[src/rtl/mul_share_arbiter_if.sv]
// Request/response bundle between two requesters and the shared multiplier arbiter.
// The slave modport is the arbiter side; the master modport is the requester side.
interface mul_share_arbiter_if;
    logic               req0_valid;
    logic               req1_valid;
    logic               req0_ready;
    logic               req1_ready;
    logic signed [15:0] req0_a;
    logic signed [15:0] req0_b;
    logic signed [15:0] req1_a;
    logic signed [15:0] req1_b;
    logic               rsp0_valid;
    logic               rsp1_valid;
    logic               rsp0_ready;
    logic               rsp1_ready;
    logic signed [31:0] rsp0_pro;
    logic signed [31:0] rsp1_pro;
    logic               busy;
    logic               grant;

    modport slave (
        input  req0_valid, req1_valid, req0_a, req0_b, req1_a, req1_b,
        input  rsp0_ready, rsp1_ready,
        output req0_ready, req1_ready, rsp0_valid, rsp1_valid,
        output rsp0_pro, rsp1_pro, busy, grant
    );

    modport master (
        output req0_valid, req1_valid, req0_a, req0_b, req1_a, req1_b,
        output rsp0_ready, rsp1_ready,
        input  req0_ready, req1_ready, rsp0_valid, rsp1_valid,
        input  rsp0_pro, rsp1_pro, busy, grant
    );
endinterface

[src/rtl/mul_share_arbiter.sv]
// Two-requester arbiter sharing one 16x16 signed combinational multiplier.
// Each transaction walks IDLE -> CALC -> RESP; operands are latched at accept.

module mul16s (
    input  logic signed [15:0] a,
    input  logic signed [15:0] b,
    output logic signed [31:0] pro
);
    assign pro = a * b;
endmodule

module mul_share_arbiter #(
    parameter bit FIXED_PRIO = 1'b0
) (
    input  logic                clk,
    input  logic                rst,
    mul_share_arbiter_if.slave  bus
);
    typedef enum logic [1:0] {
        S_IDLE = 2'd0,
        S_CALC = 2'd1,
        S_RESP = 2'd2
    } state_t;

    state_t             r_state;
    logic signed [15:0] r_a;
    logic signed [15:0] r_b;
    logic signed [31:0] r_product;
    logic               r_grant;
    logic               r_last_grant;
    logic               r_busy;
    logic               r_rsp0_valid;
    logic               r_rsp1_valid;

    logic               w_sel;
    logic               w_idle;
    logic               w_ready0;
    logic               w_ready1;
    logic               w_rsp_ready;
    logic signed [31:0] w_pro;

    mul16s u_mul (
        .a   (r_a),
        .b   (r_b),
        .pro (w_pro)
    );

    // Winner selection: fixed priority favours port 0, round-robin flips on ties.
    always_comb begin
        w_sel = 1'b0;
        if (FIXED_PRIO == 1'b1) begin
            w_sel = !bus.req0_valid;
        end else if (bus.req0_valid && bus.req1_valid) begin
            w_sel = !r_last_grant;
        end else begin
            w_sel = bus.req1_valid;
        end
    end

    // Ready is only offered in IDLE and never while reset is asserted.
    always_comb begin
        w_idle      = (r_state == S_IDLE) && !rst;
        w_ready0    = w_idle && !w_sel && bus.req0_valid;
        w_ready1    = w_idle &&  w_sel && bus.req1_valid;
        w_rsp_ready = r_grant ? bus.rsp1_ready : bus.rsp0_ready;
    end

    // Transaction FSM with registered handshake/status outputs.
    always_ff @(posedge clk) begin
        if (rst) begin
            r_state      <= S_IDLE;
            r_a          <= 16'sd0;
            r_b          <= 16'sd0;
            r_product    <= 32'sd0;
            r_grant      <= 1'b0;
            r_last_grant <= 1'b1;
            r_busy       <= 1'b0;
            r_rsp0_valid <= 1'b0;
            r_rsp1_valid <= 1'b0;
        end else begin
            case (r_state)
                S_IDLE: begin
                    if (w_ready0 || w_ready1) begin
                        r_a          <= w_ready1 ? bus.req1_a : bus.req0_a;
                        r_b          <= w_ready1 ? bus.req1_b : bus.req0_b;
                        r_grant      <= w_ready1;
                        r_last_grant <= w_ready1;
                        r_busy       <= 1'b1;
                        r_state      <= S_CALC;
                    end else begin
                        r_state      <= S_IDLE;
                    end
                end
                S_CALC: begin
                    r_product    <= w_pro;
                    r_rsp0_valid <= !r_grant;
                    r_rsp1_valid <= r_grant;
                    r_state      <= S_RESP;
                end
                S_RESP: begin
                    if (w_rsp_ready) begin
                        r_rsp0_valid <= 1'b0;
                        r_rsp1_valid <= 1'b0;
                        r_busy       <= 1'b0;
                        r_state      <= S_IDLE;
                    end else begin
                        r_state      <= S_RESP;
                    end
                end
                default: begin
                    r_rsp0_valid <= 1'b0;
                    r_rsp1_valid <= 1'b0;
                    r_busy       <= 1'b0;
                    r_state      <= S_IDLE;
                end
            endcase
        end
    end

    // Product is forced to zero on the port that holds no valid response.
    assign bus.rsp0_pro   = r_rsp0_valid ? r_product : 32'sd0;
    assign bus.rsp1_pro   = r_rsp1_valid ? r_product : 32'sd0;
    assign bus.rsp0_valid = r_rsp0_valid;
    assign bus.rsp1_valid = r_rsp1_valid;
    assign bus.req0_ready = w_ready0;
    assign bus.req1_ready = w_ready1;
    assign bus.busy       = r_busy;
    assign bus.grant      = r_grant;

endmodule

[src/flat_wrapper.sv]
// flat-port wrapper written by rule: the top's interface ports become plain ports
module mul_share_arbiter_flat 
#(
    parameter bit FIXED_PRIO = 1'b0
)
  (clk, rst, bus_req0_valid, bus_req1_valid, bus_req0_a, bus_req0_b, bus_req1_a, bus_req1_b, bus_rsp0_ready, bus_rsp1_ready, bus_req0_ready, bus_req1_ready, bus_rsp0_valid, bus_rsp1_valid, bus_rsp0_pro, bus_rsp1_pro, bus_busy, bus_grant);
  mul_share_arbiter_if bus_i ();
  input  logic clk;
  input  logic rst;
  input wire logic [$bits(bus_i.req0_valid)-1:0] bus_req0_valid;
  input wire logic [$bits(bus_i.req1_valid)-1:0] bus_req1_valid;
  input wire logic [$bits(bus_i.req0_a)-1:0] bus_req0_a;
  input wire logic [$bits(bus_i.req0_b)-1:0] bus_req0_b;
  input wire logic [$bits(bus_i.req1_a)-1:0] bus_req1_a;
  input wire logic [$bits(bus_i.req1_b)-1:0] bus_req1_b;
  input wire logic [$bits(bus_i.rsp0_ready)-1:0] bus_rsp0_ready;
  input wire logic [$bits(bus_i.rsp1_ready)-1:0] bus_rsp1_ready;
  output wire logic [$bits(bus_i.req0_ready)-1:0] bus_req0_ready;
  output wire logic [$bits(bus_i.req1_ready)-1:0] bus_req1_ready;
  output wire logic [$bits(bus_i.rsp0_valid)-1:0] bus_rsp0_valid;
  output wire logic [$bits(bus_i.rsp1_valid)-1:0] bus_rsp1_valid;
  output wire logic [$bits(bus_i.rsp0_pro)-1:0] bus_rsp0_pro;
  output wire logic [$bits(bus_i.rsp1_pro)-1:0] bus_rsp1_pro;
  output wire logic [$bits(bus_i.busy)-1:0] bus_busy;
  output wire logic [$bits(bus_i.grant)-1:0] bus_grant;
  assign bus_i.req0_valid = bus_req0_valid;
  assign bus_i.req1_valid = bus_req1_valid;
  assign bus_i.req0_a = bus_req0_a;
  assign bus_i.req0_b = bus_req0_b;
  assign bus_i.req1_a = bus_req1_a;
  assign bus_i.req1_b = bus_req1_b;
  assign bus_i.rsp0_ready = bus_rsp0_ready;
  assign bus_i.rsp1_ready = bus_rsp1_ready;
  assign bus_req0_ready = bus_i.req0_ready;
  assign bus_req1_ready = bus_i.req1_ready;
  assign bus_rsp0_valid = bus_i.rsp0_valid;
  assign bus_rsp1_valid = bus_i.rsp1_valid;
  assign bus_rsp0_pro = bus_i.rsp0_pro;
  assign bus_rsp1_pro = bus_i.rsp1_pro;
  assign bus_busy = bus_i.busy;
  assign bus_grant = bus_i.grant;
  mul_share_arbiter #(.FIXED_PRIO(FIXED_PRIO)) u_core (.clk(clk), .rst(rst), .bus(bus_i));
endmodule
[config.mk]
export PLATFORM = sky130hd
export DESIGN_NAME = mul_share_arbiter_flat
export DESIGN_NICKNAME = d
export VERILOG_FILES = /design/src/rtl/mul_share_arbiter_if.sv /design/src/rtl/mul_share_arbiter.sv /design/src/flat_wrapper.sv
export SDC_FILE = /design/constraint.sdc
export NUM_CORES = 1
export LEC_CHECK = 0
export BUFFER_PORTS_ARGS = -buffer_cell sky130_fd_sc_hd__clkbuf_2
export CORE_UTILIZATION = 57
export CTS_BUF_LIST = sky130_fd_sc_hd__clkbuf_4
export CTS_CLUSTER_DIAMETER = 150
export DETAILED_ROUTE_END_ITERATION = 7
export GPL_TIMING_DRIVEN = 1
export MAX_ROUTING_LAYER = met4
export PLACE_DENSITY = 0.89
export RECOVER_POWER = 50
export SYNTH_ARGS = -nofsm -noshare
export SYNTH_HDL_FRONTEND = slang
export SYNTH_SLANG_ARGS = --single-unit
[constraint.sdc]
create_clock -name clk -period 5.65 [get_ports clk]
set_input_delay 1.13 -clock clk [delete_from_list [all_inputs] [get_ports clk]]
set_output_delay 1.13 -clock clk [all_outputs]
set_load 0.02 [all_outputs]
# Yosys cells after proc, flatten, opt, wreduce, memory -nomap -nowiden
# Index checks and enable logic that the tools add are counted.
# op_classes
n_addsub	0
n_mul	1
div	0
n_lt_le_gt_ge	0
n_eq_ne	4
n_shift	0
n_mux	14
bitwise_logic	2
reduce_logical	15
# ops
operator	count
$mux 32	2
$mul 16x16->32	1
$mux 16	2
$pmux 1 s3	3
$logic_and 1x1->1	6
$pmux 2 s3	1
$mux 1	5
$logic_not 1->1	4
$reduce_and 2->1	2
$reduce_and 3->1	1
$eq 2x1->1 const B	1
$eq 2x2->1 const B	1
$logic_not 2->1	1
$mux 2	1
$ne 2x1->1 const B	1
$ne 2x2->1 const B	1
$not 1->1	2
$logic_or 1x1->1	1
# totals
reg_bits	71
latchBits	0
mem_bits_rw	0
mem_bits_ro	0
input_bits	70
word_cells	45
mem_count	0

# Depth between registers and ports, before layout
# Gate-level depths: netlist (run 1).
# depth
ltp_word	8
mapped_depth	23
ltp_nobuf	21

# Cells and area by module
# From an unflattened synthesis (run 1), not the netlist that was laid out.
# hier_totals
cells_unflattened	1515
area_unflattened_um2	13227.7
# by_module_without_submodules
module	instances	cells_each	area_per_inst_um2
mul16s	1	1080	9821.9
mul_share_arbiter	1	435	3405.8

# Least setup slack after synthesis (run 1)
# Ideal clock, no wire load.
# synth_timing
kind	register -> register
startpoint	register u_core.r_a[15]
endpoint	register u_core.r_product[27]
t_arrival_ps	5960
required_ps	5528
path_slack_ps	-432
stages_incl_launch_ff	19
synth_period_minus_slack_ps	6082
cell_sequence	dfxtp_1 -> clkbuf_1 -> nand2_1 -> inv_1 -> fa_1 -> fa_1 -> fa_1 -> fa_1 -> fa_1 -> inv_1 -> fa_1 -> inv_1 -> ha_1 -> and2_1 -> a22o_1 -> a311oi_1 -> o21a_1 -> nor4_1 -> a311o_1
# synth_between
elab_chain_cells	1
# synth_rtl
element	line	rtl
from (decl)	mul_share_arbiter.sv:26	logic signed [15:0] r_a;
from (signal assigned)	mul_share_arbiter.sv:84	r_a <= w_ready1 ? bus.req1_a : bus.req0_a;
$mul 16x16->32	mul_share_arbiter.sv:9	assign pro = a * b;
to (signal assigned)	mul_share_arbiter.sv:95	r_product <= w_pro;
to (decl)	mul_share_arbiter.sv:28	logic signed [31:0] r_product;
# No other way between the ends.
# A chain may end at the register's enable or synchronous reset.

# Final worst setup path (run 1)
# layout_timing
startpoint	register u_core.r_b[10]
endpoint	register u_core.r_product[26]
# layout_between
elab_chain_cells	1
# layout_rtl
element	line	rtl
from (decl)	mul_share_arbiter.sv:27	logic signed [15:0] r_b;
from (signal assigned)	mul_share_arbiter.sv:85	r_b <= w_ready1 ? bus.req1_b : bus.req0_b;
$mul 16x16->32	mul_share_arbiter.sv:9	
# No other way between the ends.

==> qor.yml, run 1 <==
status: "finished with violations"
violations: "DRC, setup timing"
grt_overflow: 0
area.growth.synth_to_final_pct: 22.09
core_region_area_um2: 22030
cts_buffer_depth: 2
irDropWorstVdd_mv: 0.1923
relSlewSlack: 0.1489
yosysWarnings: 0
dr.first_iter.drc_count: 1492
nets: 2131
p_seq_frac: 0.247
avgSynthCellArea_um2: 8.726
ys_async_sr_fraction: 0
rows: 54
wl_per_cell_um: 22.82
start_util: 0.5867
hold_viol: 0
worstPathRequired_ns: 6.03
dieHeight_um: 152.6
fmax_ghz: 0.1532
worst_pin_slew_ns: 1.271
cp-start-kind: "flip-flop"
firstDrtPassIters: 8
grt_pass1_wl_mm: 66.34
arrival_ns: 6.91
die_w_um: 152.6
synth_top_area_cell: "fa_1"
cts_sinks: 71
synthCells: 1481
synth_edf_count: 0
path_max_fanout: 9
p_leak_uw: 0.008122
grtUsageTotal: 0.3801
final_common_cell: "inv_1"
clkLatencyLatePin_ns: 0.52
fin_crit_sh: 1.155
ctsHoldBuffers: 0
nFillCells: 1373
slew_violations: 0
synthFlopType: "dfxtp_1"
ys_ff_latch: 71
place_inst: 1956
dpl-instance-area_um2: 14830
skew_ns: 0.04024
vias_per_cell: 6.156
pwr-share-clk: 0.158
place_hpwl_mm: 29.73
maxCapViolations: 0
gp_congestion: 0.9431
synth_nets: 1895
drc: 5
drive_gt1_frac: 0.2485
wl_mm: 45.76
ant_nets: 0
grt_max_degree: 70
p_total_uw: 2628
powerDensity_nw_per_um2: 166.6
netlist_area_um2: 12920
end_kind: "flip-flop"
rsz0062_at_grt: "yes"
port_buffers: 139
cts_root_buf: "clkbuf_4"
power.internal_uw: 1403
finalNonFillerCells: 2005
grt_pass1_vias: 13320
yosysTopAreaCellShare: 0.4058
path_class: "reg -> reg"
yosysSeqAreaShare: 0.1100
cts_buffers: 9
vias: 12340
synth_cell_types: 49
layout_common_cells: "281 x inv_1, 248 x fa_1, 231 x nand2_1"
min_period_ns: 6.527
switching_share: 0.4661
combPwrFrac: 0.595
hold_class: "reg -> reg"
synth_area_leaders: "fa_1 41%, dfxtp_1 11%, and2_1 9.1%"
cts.clk_slew.worst_paths_ns: 0.14
tritoncts: "done"
fin_ws_ns: -0.8771
setup_viol_count_final: 18
final_area_um2: 15780
htree_num_levels: 3
antenna_found_initial: 3
switching_power_uw: 1225
dieArea_um2: 23280
io_pins: 140
[per-stage QoR]
step / util / setup slack, ns / hold slack, ns / setup TNS (ns)
floorplan: - / -0.0008726 / 0.4266 / -0.0008726
global placement: 0.6734 / -0.3171 / 0.4410 / -2.344
detailed placement: 0.6734 / -0.6535 / 0.4555 / -6.030
CTS: 0.7006 / -0.2148 / 0.4775 / -1.264
global route: 0.7164 / -0.9703 / 0.5107 / -12.66
finish: 0.7164 / -0.8771 / 0.4845 / -10.46
[Yosys cell counts (all sizes together), types with 2 or more instances]
master  number
and3         3
xnor2       23
a41o         3
nor3         5
a211oi       7
a21oi       44
and2       189
inv        291
o21a         3
a311o        2
nor2        57
nor4b        3
ha          82
mux2i        2
xor2         5
o21ai       13
a31oi        3
a21o        13
nand3b       3
nand2      235
a311oi      33
and4         3
a211o        4
a21boi       3
nand2b       6
nand3       11
buf          4
o211ai       5
nor4         4
fa         262
clkbuf      67
o21bai       6
dfxtp       71
or3          3
[worst max-delay path: stages (launching register included)]
cell,delay [ns]
dfxtp_4,0.45
buf_4,0.16
nand2_1,0.11
fa_1,0.72
inv_1,0.10
ha_1,0.30
inv_1,0.08
fa_2,0.49
inv_1,0.13
fa_1,0.47
fa_2,0.71
inv_2,0.17
fa_1,0.57
inv_2,0.07
ha_4,0.26
a21o_1,0.21
a221o_1,0.39
a41o_4,0.28
a41o_1,0.23
a2111oi_4,0.32
o41ai_2,0.14
[timing repair]
item | in CTS | in global routing
gates resized for setup | 88 | 69
buffers inserted | 20 | 15
pin swaps | 53 | 39
setup endpoints to repair | 17 | 19
[cell type report]
cell class,count,area (µm²),share of cell area
well taps,280,350.3,0.02220
flip-flops and latches,71,1500,0.09508
inverters,291,1092,0.06923
clock buffers,10,75.07,0.004758
repair buffers,296,2027,0.1285
diodes,3,7.507,0.0004758
multi-input cells,1048,10640,0.6744
clock inverters,6,85.08,0.005392
[layer usage]
| layer | up-vias | GRT usage | wire length (µm) | share of wire |
|---|---|---|---|---|
| met5 | - | - | 0 | 0 |
| met4 | 0 | 0.2823 | 4683 | 0.10 |
| met3 | 454 | 0.08020 | 5723 | 0.13 |
| met2 | 1011 | 0.6461 | 21450 | 0.47 |
| met1 | 5894 | 0.3875 | 13900 | 0.30 |
| li1 | 4984 | - | - | - |
[registers in the layout, summed over array words and instances, names as in the netlist]
| signal | cells |
|---|---|
| u_core.bus.rsp1_valid | 1 |
| u_core.bus.busy | 1 |
| u_core.bus.grant | 1 |
| u_core.r_b | 16 |
| u_core.r_last_grant | 1 |
| u_core.bus.rsp0_valid | 1 |
| u_core.r_a | 16 |
| u_core.r_product | 32 |
| u_core.r_state | 2 |
[cell families after synthesis]
| kind of cell | after synthesis | synth area share |
|---|---|---|
| XOR/XNOR | 28 | 0.01898 |
| adder cells (fa/ha/maj) | 344 | 0.4852 |
| AND/OR/NAND/NOR | 526 | 0.1981 |
| multiplexers | 2 | 0.001549 |
| AO/OA/AOI/OAI | 148 | 0.08103 |
| buffers and inverters | 362 | 0.1051 |
| flip-flops | 71 | 0.1100 |
[power by group through the flow]
stage / Combinational, µW / Clock, µW / Sequential, µW
after global placement: 1180 / 0 / 641
final: 1560 / 415 / 649
after floorplan: 817 / 0 / 600
after detailed placement: 1260 / 0 / 645
after CTS: 1370 / 407 / 632
after global routing: 1670 / 426 / 652
[worst paths after layout]
path | slack (ns) | depth (start not counted) | from | end
worst min-delay path | 0.48 | 1 | u_core.bus.busy | u_core.bus.busy
worst min register to register | 0.48 | 1 | u_core.bus.busy | u_core.bus.busy
worst max-delay path | -0.88 | 20 | u_core.r_b[10] | u_core.r_product[26]
worst max register to register | -0.88 | 20 | u_core.r_b[10] | u_core.r_product[26]
Note: power is estimated with default switching activity, not from simulation.
==> run 2, diff against run 1 <==
--- a/config.mk
+++ b/config.mk
@@ -16,4 +16,5 @@
 export RECOVER_POWER = 50
 export SYNTH_ARGS = -nofsm -noshare
 export SYNTH_HDL_FRONTEND = slang
+export SYNTH_HIERARCHICAL = 1
 export SYNTH_SLANG_ARGS = --single-unit
==> run 2 against run 1 <==
Against the previous run: the run ends with setup timing left; largest cell class unchanged; synthesized cell count rose by 2.3%; critical endpoint is now u_core/r_product[30]; non-clock buffer count rose by 2; combinational power rose by 51%.
==> qor.yml, run 2 <==
path_max_fanout: 8
worst_pin_slew_ns: 1.474
antenna_found_initial: 2
yosys.cell_count.top_type: "inv_1"
hold_viol: 0
path_class: "reg -> reg"
wl_met1_mm: 14.31
skew_ns: 0.04994
ys_ff_latch: 71
crit_start: "u_core/r_b[1]"
cts_sinks: 71
fin_crit_sh: 1.138
min_path_cells: 2
fin_ws_ns: -0.7820
worstPathCellList: "nand2_4, inv_2, fa_2, buf_4, fa_2, inv_1, buf_4, fa_1, fa_1, fa_1, fa_1, inv_1, ha_1, nand2_1, nor2_1, buf_4, nor3_1, nor2_1, o41ai_4, xnor2_1, nand2_1, a21oi_2"
wl_per_cell_um: 20.71
synth_cell_types: 55
io_pins: 140
r2r-end: "u_core/r_product[30]"
die_w_um: 154.3
core_region_area_um2: 22710
synthFlopType: "dfxtp_1"
yosysTopAreaCellShare: 0.3965
arrival_ns: 6.90
avgSynthCellArea_um2: 8.731
grtUsageTotal: 0.3497
htree_num_levels: 3
port_buffers: 139
final_common_cell: "inv_1"
max_stage_delay_ns: 0.67
ctsHoldBuffers: 0
place_hpwl_mm: 30.39
synth_top_area_cell: "fa_1"
drc: 0
netlist_area_um2: 13230
p_leak_uw: 0.008056
cp-start-kind: "flip-flop"
grt_max_degree: 72
wl_met3_mm: 3.441
reg2reg_slack_ns: -0.78
tritoncts: "done"
drive_gt1_frac: 0.2569
fmax_ghz: 0.1555
grt_pass1_vias: 12940
cp_num_cells: 22
firstDrtPassIters: 6
grt_pass1_wl_mm: 62.99
wl_met2_mm: 20.48
cpMaxStageDelayCell: "fa_2"
synth_edf_count: 0
maxUsedRoutingLayer: "met4"
area.growth.synth_to_final_pct: 20.41
end_kind: "flip-flop"
maxCapViolations: 0
rsz0062_at_grt: "yes"
yosysSeqAreaShare: 0.1075
cts_root_buf: "clkbuf_4"
wl_mm: 42.14
cp-endpoint: "u_core/r_product[30]"
pre_cts_ws_ns: -0.4637
dieArea_um2: 23820
top_register: "u_core/r_product"
top_regs: "u_core/r_product x32, u_core/r_a x16, u_core/r_b x16"
slew_violations: 0
clkLatencyLatePin_ns: 0.52
place_inst: 1995
vias_per_cell: 6.021
critical_path.most_common_cell: "fa_1"
worst_r2r_path_depth: 22
relSlewSlack: 0.01765
nets: 2157
powerDensity_nw_per_um2: 216.8
min_period_ns: 6.432
largest_reg_flops: 32
status: "finished with violations"
cts_buffers: 9
start_util: 0.5825
synth_area_leaders: "fa_1 40%, dfxtp_1 11%, and2_1 8.9%"
vias: 12250
cts.clk_slew.worst_paths_ns: 0.19
hold_class: "reg -> reg"
ys_async_sr_fraction: 0
crit-reg2reg-launch: "u_core/r_b[1]"
finalNonFillerCells: 2035
worstPathRequired_ns: 6.12
crit_buf_inv: 6
synthCells: 1515
p_total_uw: 3452
cts_buffer_depth: 2
grt_overflow: 0
cp_top_family: "adder cells"
dieHeight_um: 154.3
layout_common_cells: "274 x inv_1, 245 x fa_1, 187 x nand2_1"
setup_viol_count_final: 14
irDropWorstVdd_mv: 0.2315
ant_nets: 0
gp_congestion: 0.9539
rows: 55
dr.first_iter.drc_count: 1266
synth_common_cells: "290 x inv_1, 262 x fa_1, 194 x nand2_1"
synth_nets: 1929
yosysWarnings: 6
violations: "setup timing"
holdWs_ns: 0.4963
-- run 2: how the worst min path moves through the flow --
stage                         startpoint                    to  slack [ns]
CTS                 u_core/r_product[24]  u_core/r_product[24]        0.48
detailed placement  u_core/r_product[24]  u_core/r_product[24]        0.46
global placement    u_core/r_product[24]  u_core/r_product[24]        0.45
global route        u_core/r_product[12]  u_core/r_product[12]        0.51
finish              u_core/r_product[13]  u_core/r_product[13]        0.50
floorplan            u_core/r_product[0]   u_core/r_product[0]        0.44
-- run 2: cell type report --
class                           instances  area [µm²]
Clock buffer                            9       67.56
Multi-Input combinational cell       1073       10830
Clock inverter                          7       105.1
Fill cell                            1477        6782
Inverter                              290        1089
Timing Repair Buffer                  298        1962
Tap cell                              285       356.6
Sequential cell                        71        1510
Antenna cell                            2       5.005
-- run 2: kinds of logic after synthesis --
group           count (synthesis)  synth area share
simple gates                  486            0.1841
buf+inv                       371            0.1099
fa+ha+maj                     344            0.4741
compound gates                207            0.1005
flops                          71            0.1075
xor+xnor                       34           0.02251
mux                             2          0.001513
-- run 2: through the flow --
step | util | area, µm² | TNS [ns]
2_1_floorplan | - | 13570 | -0.1796
3_3_place_gp | 0.6637 | 15070 | -2.770
3_5_place_dp | 0.6637 | 15070 | -4.531
4_1_cts | 0.6907 | 15690 | -2.404
5_1_grt | 0.7014 | 15930 | -8.250
6_report | 0.7014 | 15930 | -5.934
-- run 2: what timing repair did --
item	CTS	global route
cloned	0	0
gates resized for setup	99	41
setup buffers	14	10
setup endpoints to repair	17	18
pin swaps	37	32
-- run 2: metal layers --
metal  track usage  up-vias
met5             -        -
met4        0.2273        0
met3       0.05408      343
met2        0.6071      850
met1        0.3729     5945
li1              -     5114
-- run 2: report_power, final --
group          internal (µW)  total (µW)  switching, µW
sequential               566         675            109
combinational           1020        2350           1330
clock                    185         431            246
-- run 2: worst register-to-register path, stage by stage (launching register included) --
cell     delay, ns
dfxtp_4       0.48
nand2_4       0.08
inv_2         0.09
fa_2          0.52
buf_4         0.20
fa_2          0.67
inv_1         0.10
buf_4         0.14
fa_1          0.47
fa_1          0.60
fa_1          0.46
fa_1          0.50
inv_1         0.05
ha_1          0.36
nand2_1       0.16
nor2_1        0.40
buf_4         0.21
nor3_1        0.05
nor2_1        0.25
o41ai_4       0.13
xnor2_1       0.20
nand2_1       0.10
a21oi_2       0.18
